$ cat src/rtl/rv16_mult_pkg.sv
// Shared types and default sizing for the rv16 sequential multiplier.
package rv16_mult_pkg;

    localparam int unsigned DefXlen   = 16;
    localparam int unsigned DefSlice  = 4;
    localparam int unsigned NumDigits = DefXlen / DefSlice;
    localparam int unsigned KWidth    = $clog2(NumDigits * NumDigits);

    typedef enum logic [1:0] {
        StIdle,
        StCalc,
        StDone
    } state_e;

endpackage

$ cat src/rtl/rv16_mult_slice.sv
// Combinational Width x Width -> 2*Width unsigned array multiplier.
// Each row is a ripple of adders that folds one shifted partial-product row into the running sum.
module rv16_mult_slice #(
    parameter int unsigned Width = 4
) (
    input  logic [Width-1:0]   a_i,
    input  logic [Width-1:0]   b_i,
    output logic [2*Width-1:0] p_o
);

    for (genvar r = 0; r < Width; r++) begin : g_row
        logic [2*Width-1:0] prev;
        logic [2*Width-1:0] sum;

        if (r == 0) begin : g_first
            assign prev = '0;
        end else begin : g_next
            assign prev = g_row[r-1].sum;
        end

        for (genvar c = 0; c < Width; c++) begin : g_col
            logic pbit;
            logic ci;
            logic co;

            assign pbit = a_i[c] & b_i[r];
            if (c == 0) begin : g_ha
                assign ci = 1'b0;
            end else begin : g_fa
                assign ci = g_col[c-1].co;
            end
            assign sum[r+c] = prev[r+c] ^ pbit ^ ci;
            assign co       = (prev[r+c] & pbit) | (ci & (prev[r+c] ^ pbit));
        end

        // Top column is a half adder; its carry is provably zero since the product fits.
        assign sum[r+Width] = prev[r+Width] ^ g_col[Width-1].co;

        for (genvar t = 0; t < 2 * Width; t++) begin : g_pass
            if (t < r || t > r + Width) begin : g_keep
                assign sum[t] = prev[t];
            end
        end
    end

    assign p_o = g_row[Width-1].sum;

endmodule

$ cat src/rtl/rv16_mult_seq.sv
// Sequential XLEN x XLEN multiplier: one SLICE x SLICE partial product per cycle into a
// 2*XLEN accumulator, result returned through a valid/ready handshake.
module rv16_mult_seq
    import rv16_mult_pkg::*;
#(
    parameter int unsigned XLEN  = DefXlen,
    parameter int unsigned SLICE = DefSlice
) (
    input  logic              clk,
    input  logic              rst_n,
    input  logic              in_valid,
    output logic              in_ready,
    input  logic              in_signed,
    input  logic [XLEN-1:0]   in_a,
    input  logic [XLEN-1:0]   in_b,
    input  logic              flush,
    output logic              out_valid,
    input  logic              out_ready,
    output logic [2*XLEN-1:0] out_prod,
    output logic              busy
);

    localparam int unsigned N     = XLEN / SLICE;
    localparam int unsigned NumPp = N * N;
    localparam int unsigned KW    = $clog2(NumPp);
    localparam int unsigned PW    = 2 * XLEN;

    state_e            state_q, state_d;
    logic [KW-1:0]     k_q, k_d;
    logic [XLEN-1:0]   mag_a_q, mag_a_d;
    logic [XLEN-1:0]   mag_b_q, mag_b_d;
    logic              neg_q, neg_d;
    logic [PW-1:0]     acc_q, acc_d;
    logic [PW-1:0]     prod_q, prod_d;

    logic [KW-1:0]     idx_i, idx_j;
    logic [SLICE-1:0]  dig_a, dig_b;
    logic [2*SLICE-1:0] pp;
    logic [PW-1:0]     pp_ext;
    logic [PW-1:0]     acc_sum;
    logic              last_k;

    // Two's-complement negate when neg is set; also yields |v| from a sign-extended operand.
    function automatic logic [PW-1:0] cond_neg(input logic [PW-1:0] v, input logic neg);
        return neg ? (~v + PW'(1)) : v;
    endfunction

    function automatic logic [XLEN-1:0] magnitude(input logic [XLEN-1:0] v, input logic sgn);
        logic [PW-1:0] wide;
        wide = cond_neg({{XLEN{sgn & v[XLEN-1]}}, v}, sgn & v[XLEN-1]);
        return wide[XLEN-1:0];
    endfunction

    rv16_mult_slice #(
        .Width(SLICE)
    ) u_slice (
        .a_i(dig_a),
        .b_i(dig_b),
        .p_o(pp)
    );

    always_comb begin
        idx_i   = k_q / KW'(N);
        idx_j   = k_q % KW'(N);
        dig_a   = SLICE'(mag_a_q >> (idx_i * SLICE));
        dig_b   = SLICE'(mag_b_q >> (idx_j * SLICE));
        pp_ext  = {{(PW - 2 * SLICE){1'b0}}, pp};
        acc_sum = acc_q + (pp_ext << (SLICE * (idx_i + idx_j)));
        last_k  = (k_q == KW'(NumPp - 1));
    end

    always_comb begin
        state_d = state_q;
        k_d     = k_q;
        mag_a_d = mag_a_q;
        mag_b_d = mag_b_q;
        neg_d   = neg_q;
        acc_d   = acc_q;
        prod_d  = prod_q;

        if (flush) begin
            state_d = StIdle;
            k_d     = '0;
            acc_d   = '0;
        end else begin
            unique case (state_q)
                StIdle: begin
                    if (in_valid) begin
                        mag_a_d = magnitude(in_a, in_signed);
                        mag_b_d = magnitude(in_b, in_signed);
                        neg_d   = in_signed & (in_a[XLEN-1] ^ in_b[XLEN-1]);
                        acc_d   = '0;
                        state_d = StCalc;
                        // A zero operand skips straight to the final step: one pass, pp = 0.
                        k_d     = (in_a == '0 || in_b == '0) ? KW'(NumPp - 1) : '0;
                    end
                end
                StCalc: begin
                    acc_d = acc_sum;
                    k_d   = k_q + KW'(1);
                    if (last_k) begin
                        prod_d  = cond_neg(acc_sum, neg_q);
                        k_d     = '0;
                        state_d = StDone;
                    end
                end
                StDone: begin
                    if (out_ready) begin
                        state_d = StIdle;
                    end
                end
                default: state_d = StIdle;
            endcase
        end
    end

    always_ff @(posedge clk or negedge rst_n) begin
        if (!rst_n) begin
            state_q <= StIdle;
            k_q     <= '0;
            mag_a_q <= '0;
            mag_b_q <= '0;
            neg_q   <= 1'b0;
            acc_q   <= '0;
            prod_q  <= '0;
        end else begin
            state_q <= state_d;
            k_q     <= k_d;
            mag_a_q <= mag_a_d;
            mag_b_q <= mag_b_d;
            neg_q   <= neg_d;
            acc_q   <= acc_d;
            prod_q  <= prod_d;
        end
    end

    assign in_ready  = (state_q == StIdle);
    assign busy      = (state_q != StIdle);
    assign out_valid = (state_q == StDone);
    assign out_prod  = prod_q;

endmodule

$ cat config.mk
export PLATFORM = sky130hd
export DESIGN_NAME = rv16_mult_seq
export DESIGN_NICKNAME = d
export VERILOG_FILES = /design/src/rtl/rv16_mult_pkg.sv /design/src/rtl/rv16_mult_slice.sv /design/src/rtl/rv16_mult_seq.sv
export SDC_FILE = /design/constraint.sdc
export NUM_CORES = 1
export LEC_CHECK = 0
export CAP_MARGIN = 20
export CORE_MARGIN = 1.5
export CORE_UTILIZATION = 50
export CTS_CLUSTER_DIAMETER = 40
export DETAILED_ROUTE_END_ITERATION = 8
export HOLD_SLACK_MARGIN = 0.03
export PLACE_DENSITY = 0.68
export SYNTH_ARGS = -nofsm -noshare
export SYNTH_HDL_FRONTEND = slang
export SYNTH_HIERARCHICAL = 1
export SYNTH_SLANG_ARGS = --single-unit
$ cat constraint.sdc
create_clock -name clk -period 19.75 [get_ports clk]
set_input_delay 3.95 -clock clk [delete_from_list [all_inputs] [get_ports clk]]
set_output_delay 3.95 -clock clk [all_outputs]
set_load 0.005 [all_outputs]
# Yosys cells after proc, flatten, opt, wreduce, memory -nomap -nowiden
# Cells that the tools add are included.
# word_totals
register_bits,103
latch_bits,0
ram_bits,0
rom_bits,0
in_bits,38
elab_cells,120
n_memories,0
# op_classes
n_addsub,6
multipliers,0
n_div,0
order_cmp,0
n_eq_ne,6
n_shift,3
n_mux,16
bitwise,72
n_reduce_logical,10
# ops
cell,n
$mux 32,3
$pmux 32 s2,1
$and 1x1->1,39
$add 16x1->16 const B,2
$add 32x1->32 const B,1
$add 32x32->32,1
$logic_not 16->1,2
$mux 16,2
$not 16->16,2
$not 32->32,1
$shl 8x5->32,1
$shr 16x4->4,2
$xor 1x1->1,21
$mux 4,4
$reduce_and 3->1,3
$mux 2,4
$or 1x1->1,8
$pmux 4 s2,1
$ne 3x2->1 const B,2
$pmux 2 s3,1
$add 4x1->4 const B,1
$eq 4x4->1 const B,1
$add 2x2->3,1
$ne 3x3->1 const B,1
8 further kinds,8

# Logic depth before layout (Yosys ltp)
# Gate-level depths: netlist (run 1).
# depth
ltp_word,22
mapped_depth,33
ltp_nobuf,29

# Cells and area by module
# The synthesis (run 1) kept the hierarchy.
# by_module_without_submodules
module,instances,cells_each,area_each_um2,seq_area_each_um2
rv16_mult_seq,1,945,7918.8,2577.5
rv16_mult_slice,1,44,357.8,0.0

# Worst setup path after synthesis (run 1)
# Ideal clock, no wire load.
# synth_path
path_kind,register to register
from,register k_q[0]
to,"register prod_q[25], in the netlist out_prod[25]"
t_arrival_ns,7.746
setup_slack_ns,11.879
path_stages_with_launch,30
path_buffers,2
synth_period_minus_slack_ns,7.871
cell_sequence,dfrtp_1 > clkbuf_1 > mux4_2 > and2_1 > ha_1 > inv_1 > fa_1 > fa_1 > fa_1 > fa_1 > inv_1 > fa_1 > inv_1 > fa_1 > fa_1 > inv_1 > mux2i_1 > nor3_1 > ha_1 > buf_2 > a21oi_1 > o21ai_1 > and2_1 > or4_1 > and2_1 > or3_4 > or4_4 > o41a_2 > xnor2_1 > mux2_2
# synth_lines
element,line_no,source
"start, declared",rv16_mult_seq.sv:29,"logic [KW-1:0] k_q, k_d;"
"start signal, assigned",rv16_mult_seq.sv:128,k_q <= k_d;
$shr 16x4->4 *,rv16_mult_seq.sv:66,dig_b = SLICE'(mag_b_q >> (idx_j * SLICE));
named net dig_b[0],rv16_mult_seq.sv:37,"logic [SLICE-1:0] dig_a, dig_b;"
$and 1x1->1,rv16_mult_slice.sv:26,assign pbit = a_i[c] & b_i[r];
$and 1x1->1 or $xor 1x1->1 (tied branches),"rv16_mult_slice.sv:33, rv16_mult_slice.sv:32",
$and 1x1->1,rv16_mult_slice.sv:33,assign co = (prev[r+c] & pbit) | (ci & (prev[r+c] ^ pbit));
$or 1x1->1,rv16_mult_slice.sv:33,
$and 1x1->1 or $xor 1x1->1 (tied branches),"rv16_mult_slice.sv:33, rv16_mult_slice.sv:32",
$or 1x1->1 or $xor 1x1->1 (tied branches),"rv16_mult_slice.sv:33, rv16_mult_slice.sv:32",
(+7 left out),n/a,
$or 1x1->1,rv16_mult_slice.sv:33,
$xor 1x1->1 *,rv16_mult_slice.sv:32,assign sum[r+c] = prev[r+c] ^ pbit ^ ci;
named net pp[6],rv16_mult_seq.sv:38,logic [2*SLICE-1:0] pp;
$shl 8x5->32 *,rv16_mult_seq.sv:68,acc_sum = acc_q + (pp_ext << (SLICE * (idx_i + idx_j)));
$add 32x32->32 *,rv16_mult_seq.sv:68,
$not 32->32,rv16_mult_seq.sv:45,return neg ? (~v + PW'(1)) : v;
$add 32x1->32,rv16_mult_seq.sv:45,
$mux 32 *,rv16_mult_seq.sv:45,
"end signal, assigned",rv16_mult_seq.sv:133,prod_q <= prod_d;
"end, declared",rv16_mult_seq.sv:34,"logic [PW-1:0] prod_q, prod_d;"
# Mark *: on every way through the listed nets, which the timed path passes. The rest lies on a longest branch.
# A chain may end at the register's enable or synchronous reset.

# Worst setup path after layout (run 1)
# Ends and elaborated chain as after synthesis.

==> run_results.csv, run 1 <==
group,metric,value,unit
yosys,synth_area_leader_cell,"dfrtp_1",
setup_path,max_stage_delay,0.59,ns
place,port_buffers,72,
drt,avgRoutedWirePerCell,16.76,um
min_path,whs_endpoint,"out_prod[22]$_DFFE_PN0P_",
clock_network,cts_hold_buf,0,
global_routing,grt_pass1_wl,34220,um
place,hpwl,16280,um
floorplanning,fp-row-count,46,
final_layout,ff_latch_area,2577,um2
power,irDropWorstVdd,0.00009244,V
final_layout,fill_cells,1540,
final_layout,final_nets,1110,
sta,slew-limit-headroom,0.3476,
setup_path,r2r-end,"out_prod[25]$_DFFE_PN0P_",
yosys,ys_ff_latch,103,
setup_path,cp_data_required_time,19.99,ns
floorplanning,die_h,131.7,um
clock_network,cts_buffers,9,
yosys,avgSynthCellArea,8.369,um2
place,post-place-ws,11.50,ns
yosys,synth_cell_types,78,
min_path,hold_start,"out_prod[22]$_DFFE_PN0P_",
floorplanning,design.core.area,16000,um2
yosys,yosysMostFrequentCell,"nand2_1",
yosys,synthArstFlopShare,1.000,
clock_network,cts_resized,0,
power,p_leak,4.048,nW
drt,wl,20810,um
global_routing,grt_remaining_overflow,0,
drt,drc,0,
sta,hold_violations,0,
clock_network,cts_root_buf,"clkbuf_16",
clock_network,cts_tree,"built",
yosys,synth_common_cells,"nand2_1 (109), dfrtp_1 (103), nor2_1 (92), o21ai_0 (89), a21oi_1 (71)",
setup_path,reg2reg_depth,27,
yosys,synth-edff-count,0,
yosys,syn_inst,989,
clock_network,cts_setup_buffers,0,
sta,period_minus_slack,8.307,ns
setup_path,rrSetupSlack,11.44,ns
final_layout,drive_above_1_share,0.06049,
place,placed_area,9081,um2
global_routing,grt_max_degree,66,
sta,report.final.slew_viol_count,0,
yosys,mappedNetlistArea,8277,um2
final_layout,utilization,0.5876,
sta,period_share,0.4206,
clock_network,max-clock-path-buffers,2,
min_path,hold_path_depth,2,
sta,tightestPinTransition,0.9787,ns
final_layout,area_growth,13.59,%
setup_path,cp-end-kind,"flip-flop",
floorplanning,io_pins,73,
setup_path,crit_fanout,10,
outcome,status,"completed",
drt,dr.first_iter.drc_count,349,
setup_path,crit_path_start_kind,"flip-flop",
yosys,ys_seq_area_frac,0.3114,
clock_network,cts.htree.levels,3,
yosys,ys.flop_type,"dfrtp_1",
sta,layout_setup_ws,11.44,ns
drt,dr_total_vias,7173,
yosys,syn_nets,1077,
setup_path,timing.rr.start,"k_q[0]$_DFFE_PN0P_",
setup_path,path_class,"reg -> reg",
final_layout,multi_input_area,5339,um2
final_layout,final_area,9402,um2
final_layout,n_antenna_cell,0,
min_path,hp-class,"reg -> reg",
global_routing,grtUsageTotal,0.2453,
sta,rsz0062_at_grt,"no",
clock_network,cts.clk_slew.worst_paths,0.06,ns
floorplanning,start_util,0.5173,
sta,tns,0,ns
power,power_density,121.9,nW/um2
yosys,yosysWarnings,6,
drt,firstDrtPassIters,6,
global_routing,antenna_found_initial,0,
sta,fmax,120.4,MHz
run,cap_violations,0,
sta,finalClockSkew,0.007127,ns
setup_path,crit_path_frequent_cell,"fa_1",
floorplanning,dieArea,17330,um2
sta,setup_viol,0,
yosys,synth.area.top_cells,"dfrtp_1 (31%), ha_1 (6.0%), o21ai_0 (5.4%)",
clock_network,clkLatencyLatePin,0.35,ns
global_routing,grt_pass1_vias,6687,
setup_path,slowest_stage,"mux4_2",
setup_path,cp.arrival,8.55,ns
clock_network,clkSinkCount,103,
sta,hold_ws,0.4745,ns
place,place_congestion,0.9189,
yosys,yosysTopAreaCellShare,0.3114,
floorplanning,die_w,131.7,um
drt,via_per_inst,5.780,
drt,drtAntennaViolNets,0,
-- sequential cells by signal (all words and copies together) (netlist names) --
| name | flops |
|---|---|
| neg_q | 1 |
| mag_b_q | 16 |
| k_q | 4 |
| acc_q | 32 |
| out_prod | 32 |
| mag_a_q | 16 |
| state_q | 2 |
-- worst max-delay path, delay by kind of cell (launching register included) --
kind,cells,cell delay (ns)
adder cells (fa/ha/maj),9,3.15
XOR/XNOR,1,0.13
AO/OA/AOI/OAI,4,1.10
AND/OR/NAND/NOR,6,1.83
flip-flops,1,0.58
buffers and inverters,4,0.27
multiplexers,3,1.15
-- stage by stage --
step                std cells  power [mW]
floorplan                 989      0.7952
global placement         1227      0.9355
detailed placement       1227      0.9487
CTS                      1241       1.144
global route             1241       1.238
finish                   1241       1.146
-- per-layer routing --
metal / wire length, um / track usage / up-vias
met4: 462 / 0.08086 / 0
met5: 0 / 0 / -
met2: 9522 / 0.3947 / 208
li1: - / - / 3628
met3: 1028 / 0.03086 / 29
met1: 9792 / 0.3427 / 3308
-- layout make-up --
| type | count | area share |
|---|---|---|
| Multi-Input combinational cell | 795 | 0.5679 |
| Sequential cell | 103 | 0.2742 |
| Timing Repair Buffer | 78 | 0.08118 |
| Tap cell | 216 | 0.02875 |
| Clock buffer | 11 | 0.02688 |
| Inverter | 35 | 0.01397 |
| Clock inverter | 3 | 0.007187 |
-- layout by cell type (no fill, tap or decap), types with 22 or more instances in the layout --
| cell | instances |
|---|---|
| and2_1 | 27 |
| inv_1 | 35 |
| a21oi_1 | 71 |
| nand2_1 | 108 |
| clkdlybuf4s50_1 | 71 |
| o21ai_0 | 89 |
| nor2_1 | 91 |
| dfrtp_1 | 103 |
| nor3_1 | 22 |
| xnor2_1 | 35 |
| ha_1 | 40 |
| xor2_1 | 37 |
-- worst max path at each step --
| stage | from | endpoint | cells past startpoint |
|---|---|---|---|
| floorplan | k_q[0]$_DFFE_PN0P_ | out_prod[25]$_DFFE_PN0P_ | 29 |
| global placement | k_q[0]$_DFFE_PN0P_ | out_prod[25]$_DFFE_PN0P_ | 27 |
| detailed placement | k_q[0]$_DFFE_PN0P_ | out_prod[25]$_DFFE_PN0P_ | 27 |
| CTS | k_q[0]$_DFFE_PN0P_ | out_prod[25]$_DFFE_PN0P_ | 27 |
| global route | k_q[0]$_DFFE_PN0P_ | out_prod[25]$_DFFE_PN0P_ | 27 |
| finish | k_q[0]$_DFFE_PN0P_ | out_prod[25]$_DFFE_PN0P_ | 27 |
-- power by group --
group / total (mW) / internal (mW) / switching [mW]
Combinational: 0.701 / 0.265 / 0.436
Clock: 0.192 / 0.116 / 0.0750
Sequential: 0.253 / 0.233 / 0.0205
-- cells by family (layout without fill, tap and decap cells) --
kind of cell | after synthesis | after routing | synth area share
AND/OR/NAND/NOR | 348 | 348 | 0.2044
AO/OA/AOI/OAI | 307 | 307 | 0.2443
flip-flops | 103 | 103 | 0.3114
buffers and inverters | 91 | 127 | 0.04475
XOR/XNOR | 72 | 72 | 0.07619
adder cells (fa/ha/maj) | 50 | 50 | 0.08466
multiplexers | 18 | 18 | 0.03432
Note: power is estimated with default switching activity, not from simulation.
==> inputs of run 2 (changes only) <==
--- a/config.mk
+++ b/config.mk
@@ -11,7 +11,7 @@
 export CTS_CLUSTER_DIAMETER = 40
 export DETAILED_ROUTE_END_ITERATION = 8
 export HOLD_SLACK_MARGIN = 0.03
-export PLACE_DENSITY = 0.68
+export PLACE_DENSITY = 0.7
 export SYNTH_ARGS = -nofsm -noshare
 export SYNTH_HDL_FRONTEND = slang
 export SYNTH_HIERARCHICAL = 1
==> constraint.sdc (replaced) <==
create_clock -name clk -period 7.3 [get_ports clk]
set_input_delay 1.46 -clock clk [delete_from_list [all_inputs] [get_ports clk]]
set_output_delay 1.46 -clock clk [all_outputs]
set_load 0.005 [all_outputs]
==> run_results.csv, run 2 (synthesis results as in run 1) <==
group,metric,value,unit
outcome,status,"finished with violations",
outcome,violations,"negative setup slack",
final_layout,final_nets,1238,
setup_path,cp.arrival,7.77,ns
sta,period_share,1.029,
sta,period_minus_slack,7.510,ns
min_path,hold_start,"out_prod[12]$_DFFE_PN0P_",
setup_path,rrSetupSlack,-0.21,ns
min_path,hp-class,"reg -> reg",
final_layout,layout_common_cells,"buf_4 (127), nand2_1 (105), dfrtp_1 (103)",
global_routing,grt_pass1_wl,37060,um
power,power_density,378.5,nW/um2
final_layout,area_growth,29.99,%
final_layout,utilization,0.6724,
floorplanning,dieArea,17330,um2
setup_path,path_class,"reg -> reg",
clock_network,cts_hold_buf,0,
drt,dr_total_vias,7877,
setup_path,timing.rr.start,"k_q[2]$_DFFE_PN0P_",
place,port_buffers,72,
sta,layout_setup_ws,-0.2097,ns
sta,finalClockSkew,0.01368,ns
drt,dr.first_iter.drc_count,441,
global_routing,grtUsageTotal,0.2650,
floorplanning,die_w,131.7,um
clock_network,clkLatencyLatePin,0.36,ns
setup_path,slowest_stage,"a2111oi_1",
global_routing,grt_max_degree,66,
setup_path,r2r-end,"out_prod[31]$_DFFE_PN0P_",
drt,wl,23180,um
clock_network,cts_buffers,9,
drt,drc,0,
global_routing,grt_remaining_overflow,0,
floorplanning,fp-row-count,46,
setup_path,cp-end-kind,"flip-flop",
clock_network,cts_root_buf,"clkbuf_16",
setup_path,crit_path_start_kind,"flip-flop",
final_layout,ff_latch_area,2577,um2
sta,tns,-1.363,ns
sta,report.final.slew_viol_count,0,
power,p_leak,4.721,nW
sta,tightestPinTransition,0.9147,ns
drt,firstDrtPassIters,5,
sta,setup_viol,11,
clock_network,clkSinkCount,103,
place,post-place-ws,-0.3881,ns
floorplanning,io_pins,73,
clock_network,cts.htree.levels,3,
sta,rsz0062_at_grt,"yes",
final_layout,final_common_cell,"buf_4",
drt,avgRoutedWirePerCell,16.91,um
global_routing,grt_pass1_vias,7267,
sta,slew-limit-headroom,0.3880,
global_routing,antenna_found_initial,0,
power,finalPower,4.072,mW
setup_path,crit_fanout,4,
min_path,hold_path_depth,2,
final_layout,final_cells,1371,
place,place_congestion,0.9724,
floorplanning,design.core.area,16000,um2
setup_path,crit_family,"adder cells",
sta,fmax,133.2,MHz
clock_network,cts.clk_slew.worst_paths,0.08,ns
floorplanning,start_util,0.5173,
setup_path,path_buf_inv,6,
clock_network,max-clock-path-buffers,2,
floorplanning,die_h,131.7,um
sta,hold_violations,0,
place,hpwl,17820,um
setup_path,crit_path_frequent_cell,"inv_2",
clock_network,cts_tree,"built",
min_path,whs_endpoint,"out_prod[12]$_DFFE_PN0P_",
final_layout,multi_input_area,5728,um2
drt,drtAntennaViolNets,0,
run,cap_violations,0,
setup_path,max_stage_delay,0.63,ns
drt,via_per_inst,5.745,
setup_path,reg2reg_depth,28,
setup_path,cp_data_required_time,7.56,ns
final_layout,drive_above_1_share,0.2208,
final_layout,fill_cells,1371,
power,irDropWorstVdd,0.0002745,V
final_layout,n_antenna_cell,0,
place,dp_cells,1341,
[run 2: cell types whose count changed in the layout (fill, tap and decap cells not counted), sizes merged]
cell | previous run | this run
buf | 7 | 135
bufinv | 2 | 0
clkbuf | 11 | 10
clkinv | 0 | 2
clkinvlp | 1 | 2
inv | 35 | 37
[run 2: routing by layer]
metal,global-route usage,wire [um]
met1,0.3742,10430
met2,0.4380,10960
met3,0.03356,1479
met4,0.05370,312
met5,0,0
[run 2: stage by stage]
step	hold slack, ns	cell area [um2]
finish	0.4790	10760
global route	0.5007	10760
CTS	0.4849	10410
detailed placement	0.4696	10040
global placement	0.4605	10040
floorplan	0.4538	8414
[run 2: worst max path at each step]
| stage | from | depth (start not counted) | to | slack, ns |
|---|---|---|---|---|
| floorplan | k_q[0]$_DFFE_PN0P_ | 31 | out_prod[25]$_DFFE_PN0P_ | -0.19 |
| global placement | k_q[0]$_DFFE_PN0P_ | 30 | out_prod[22]$_DFFE_PN0P_ | -0.17 |
| detailed placement | k_q[2]$_DFFE_PN0P_ | 29 | out_prod[25]$_DFFE_PN0P_ | -0.39 |
| CTS | k_q[2]$_DFFE_PN0P_ | 29 | out_prod[25]$_DFFE_PN0P_ | -0.21 |
| global route | k_q[0]$_DFFE_PN0P_ | 29 | out_prod[22]$_DFFE_PN0P_ | -0.48 |
| finish | k_q[2]$_DFFE_PN0P_ | 28 | out_prod[31]$_DFFE_PN0P_ | -0.21 |
[run 2: final cells by class]
cell class,count,area share
sequential,103,0.2396
tap,216,0.02512
multi-input combinational,795,0.5324
clock inverter,6,0.004884
timing repair buffer,206,0.1646
inverter,35,0.01221
clock buffer,10,0.02128
[run 2: worst min-delay path, stage by stage (launching register included)]
cell and delay, ns:
dfrtp_1 0.34, nand2_1 0.05, o21ai_0 0.06
[run 2: what timing repair did]
item / 4_1_cts / 5_1_grt
cloned: 0 / 0
gates resized for setup: 15 / 50
setup endpoints to repair: 13 / 17
buffers inserted: 4 / 9
pin swaps: 8 / 19
[run 2: where the power goes]
group | total, mW | internal (mW) | switching, mW | leakage, nW
combinational | 2.94 | 1.40 | 1.53 | 3.25
clock | 0.462 | 0.236 | 0.226 | 0.131
sequential | 0.674 | 0.630 | 0.0439 | 1.34
total | 4.07 | 2.27 | 1.80 | 4.72
==> inputs of run 3 (changes only) <==
--- a/config.mk
+++ b/config.mk
@@ -11,8 +11,7 @@
 export CTS_CLUSTER_DIAMETER = 40
 export DETAILED_ROUTE_END_ITERATION = 8
 export HOLD_SLACK_MARGIN = 0.03
-export PLACE_DENSITY = 0.7
+export PLACE_DENSITY = 0.71
 export SYNTH_ARGS = -nofsm -noshare
 export SYNTH_HDL_FRONTEND = slang
-export SYNTH_HIERARCHICAL = 1
 export SYNTH_SLANG_ARGS = --single-unit
==> run_results.csv, run 3 <==
group,metric,value,unit
outcome,status,"completed",
final_layout,drive_above_1_share,0.2161,
clock_network,max-clock-path-buffers,2,
setup_path,path_class,"reg -> reg",
final_layout,fill_cells,1390,
global_routing,grt_remaining_overflow,0,
clock_network,cts.htree.levels,3,
floorplanning,design.core.area,15770,um2
final_layout,final_area,10470,um2
clock_network,clkLatencyLatePin,0.36,ns
power,irDropWorstVdd,0.0002388,V
floorplanning,die_w,129.8,um
yosys,synth_cell_types,74,
sta,report.final.slew_viol_count,0,
place,placed_area,9699,um2
setup_path,rrSetupSlack,0.03,ns
final_layout,n_antenna_cell,0,
floorplanning,start_util,0.5095,
setup_path,crit_start,"k_q[0]$_DFFE_PN0P_",
sta,setup_viol,0,
drt,firstDrtPassIters,5,
setup_path,crit_path_frequent_cell,"inv_2",
clock_network,clkSinkCount,103,
sta,tightestPinTransition,0.9890,ns
yosys,ys_ff_latch,103,
drt,via_per_inst,5.654,
sta,hold_violations,0,
clock_network,cts_root_buf,"clkbuf_16",
yosys,synth.area.top_cells,"dfrtp_1 (32%), ha_1 (6.2%), nand2_1 (5.7%)",
sta,slew-limit-headroom,0.3384,
clock_network,cts_buffers,9,
final_layout,utilization,0.6638,
run,cap_violations,0,
place,port_buffers,72,
drt,wl,22220,um
min_path,hold_path_depth,2,
yosys,avgSynthCellArea,8.423,um2
setup_path,worstSetupEndpoint,"out_prod[31]$_DFFE_PN0P_",
place,dp_cells,1306,
floorplanning,fp-row-count,46,
yosys,syn_nets,1042,
sta,period_share,0.9957,
global_routing,antenna_found_initial,0,
yosys,synth_common_cells,"nand2_1 (121), dfrtp_1 (103), nor2_1 (95), o21ai_0 (76), a21oi_1 (67)",
yosys,syn_inst,954,
setup_path,cp-end-kind,"flip-flop",
yosys,yosysMostFrequentCell,"nand2_1",
setup_path,cp.arrival,7.48,ns
drt,dr_total_vias,7525,
sta,period_minus_slack,7.269,ns
final_layout,final_nets,1199,
yosys,yosysWarnings,0,
min_path,hp-class,"reg -> reg",
global_routing,grt_pass1_vias,7218,
setup_path,slowest_stage,"mux4_2",
power,p_sw,1.632,mW
yosys,mappedNetlistArea,8035,um2
final_layout,layout_common_cells,"buf_4 (124), nand2_1 (118), dfrtp_1 (103)",
final_layout,area_growth,30.27,%
setup_path,reg2reg_depth,32,
sta,rsz0062_at_grt,"yes",
global_routing,grt_pass1_wl,36040,um
power,combPwrFrac,0.672,
drt,drc,0,
yosys,synth-edff-count,0,
power,power_density,360.4,nW/um2
sta,fmax,137.6,MHz
floorplanning,dieArea,16840,um2
floorplanning,die_h,129.8,um
power,p_leak,4.583,nW
sta,hold_ws,0.4780,ns
yosys,synth_area_leader_cell,"dfrtp_1",
power,p_clk_frac,0.148,
place,hpwl,16800,um
global_routing,grtUsageTotal,0.2760,
min_path,hold_start,"out_prod[15]$_DFFE_PN0P_",
setup_path,timing.rr.start,"k_q[0]$_DFFE_PN0P_",
drt,avgRoutedWirePerCell,16.70,um
yosys,synthArstFlopShare,1.000,
drt,drtAntennaViolNets,0,
setup_path,crit_fanout,4,
sta,finalClockSkew,0.009259,ns
yosys,ys.flop_type,"dfrtp_1",
setup_path,cp_data_required_time,7.52,ns
floorplanning,io_pins,73,
power,p_int,2.140,mW
drt,dr.first_iter.drc_count,405,
final_layout,final_common_cell,"buf_4",
setup_path,r2r-end,"out_prod[31]$_DFFE_PN0P_",
final_layout,ff_latch_area,2577,um2
place,place_congestion,0.9154,
yosys,ys_seq_area_frac,0.3208,
sta,tns,0,ns
power,pwr-share-seq,0.180,
setup_path,max_stage_delay,0.55,ns
clock_network,cts_tree,"built",
global_routing,grt_max_degree,66,
setup_path,crit_path_start_kind,"flip-flop",
final_layout,multi_input_area,5482,um2
final_layout,final_cells,1331,
power,switching_share,0.4326,
yosys,yosysTopAreaCellShare,0.3208,
clock_network,cts.clk_slew.worst_paths,0.07,ns
==> run 3: changes by cell type after synthesis, sizes merged, moves of 5 or more <==
cell / change
nand2: +12
and4: +5
and2: -10
nor3: -7
a211oi: -9
==> run 3: what timing repair did <==
action,in CTS,in global routing
endpoints found under the hold margin,0,0
buffers inserted,6,5
setup endpoints to repair,11,19
resized for setup,45,36
pin swaps,17,17
hold buffers,0,0
==> run 3: area by class of cell <==
cell class                 instances  share of cell area
timing repair buffer             197              0.1590
clock buffer                      10             0.02187
tap                              216             0.02582
clock inverter                     5             0.01016
multi-input combinational        763              0.5237
sequential                       103              0.2462
inverter                          37             0.01327
==> run 3: power by group through the flow <==
stage	combinational, mW	clock, mW	sequential [mW]
2_1_floorplan	1.42	0	0.668
3_3_place_gp	2.19	0	0.686
3_5_place_dp	2.22	0	0.687
4_1_cts	2.35	0.567	0.677
5_1_grt	2.74	0.587	0.685
6_report	2.53	0.559	0.679
==> run 3: metrics by stage <==
stage	total power, mW	worst slack, ns
finish	3.772	0.03121
global route	4.016	-0.2756
CTS	3.597	-0.02403
detailed placement	2.902	-0.2436
global placement	2.875	-0.05418
floorplan	2.092	0.009280
==> run 3: cell families (layout without fill, tap and decap cells) <==
logic type      after synthesis  in the layout  share of synthesized area
buf+inv                      88            249                    0.04313
compound gates              278            278                     0.2258
simple gates                340            340                     0.2034
flops                       103            103                     0.3208
fa+ha+maj                    50             50                    0.08720
xor+xnor                     79             79                    0.08705
mux                          16             16                    0.03270
==> run 3: metal layers <==
layer  track usage  routed length, um  part of all wire
met1        0.3615              10000              0.45
met2        0.4510              10390              0.47
met3       0.03280                893             0.040
met4        0.1444                941             0.042
met5             0                  0                 0
==> run 3: worst min-delay path by stage <==
stage | to | slack, ns
floorplan | acc_q[0]$_DFFE_PN0P_ | 0.46
global placement | out_prod[17]$_DFFE_PN0P_ | 0.46
detailed placement | out_prod[17]$_DFFE_PN0P_ | 0.47
CTS | out_prod[14]$_DFFE_PN0P_ | 0.49
global route | out_prod[6]$_DFFE_PN0P_ | 0.51
finish | out_prod[15]$_DFFE_PN0P_ | 0.48
==> run 3: critical path, delay by kind of cell, from the launching register on <==
family / cells / cell delay, ns
buf+inv: 9 / 0.77
mux: 2 / 0.76
flops: 1 / 0.41
compound gates: 7 / 1.35
fa+ha+maj: 9 / 3.01
xor+xnor: 1 / 0.16
simple gates: 4 / 0.65
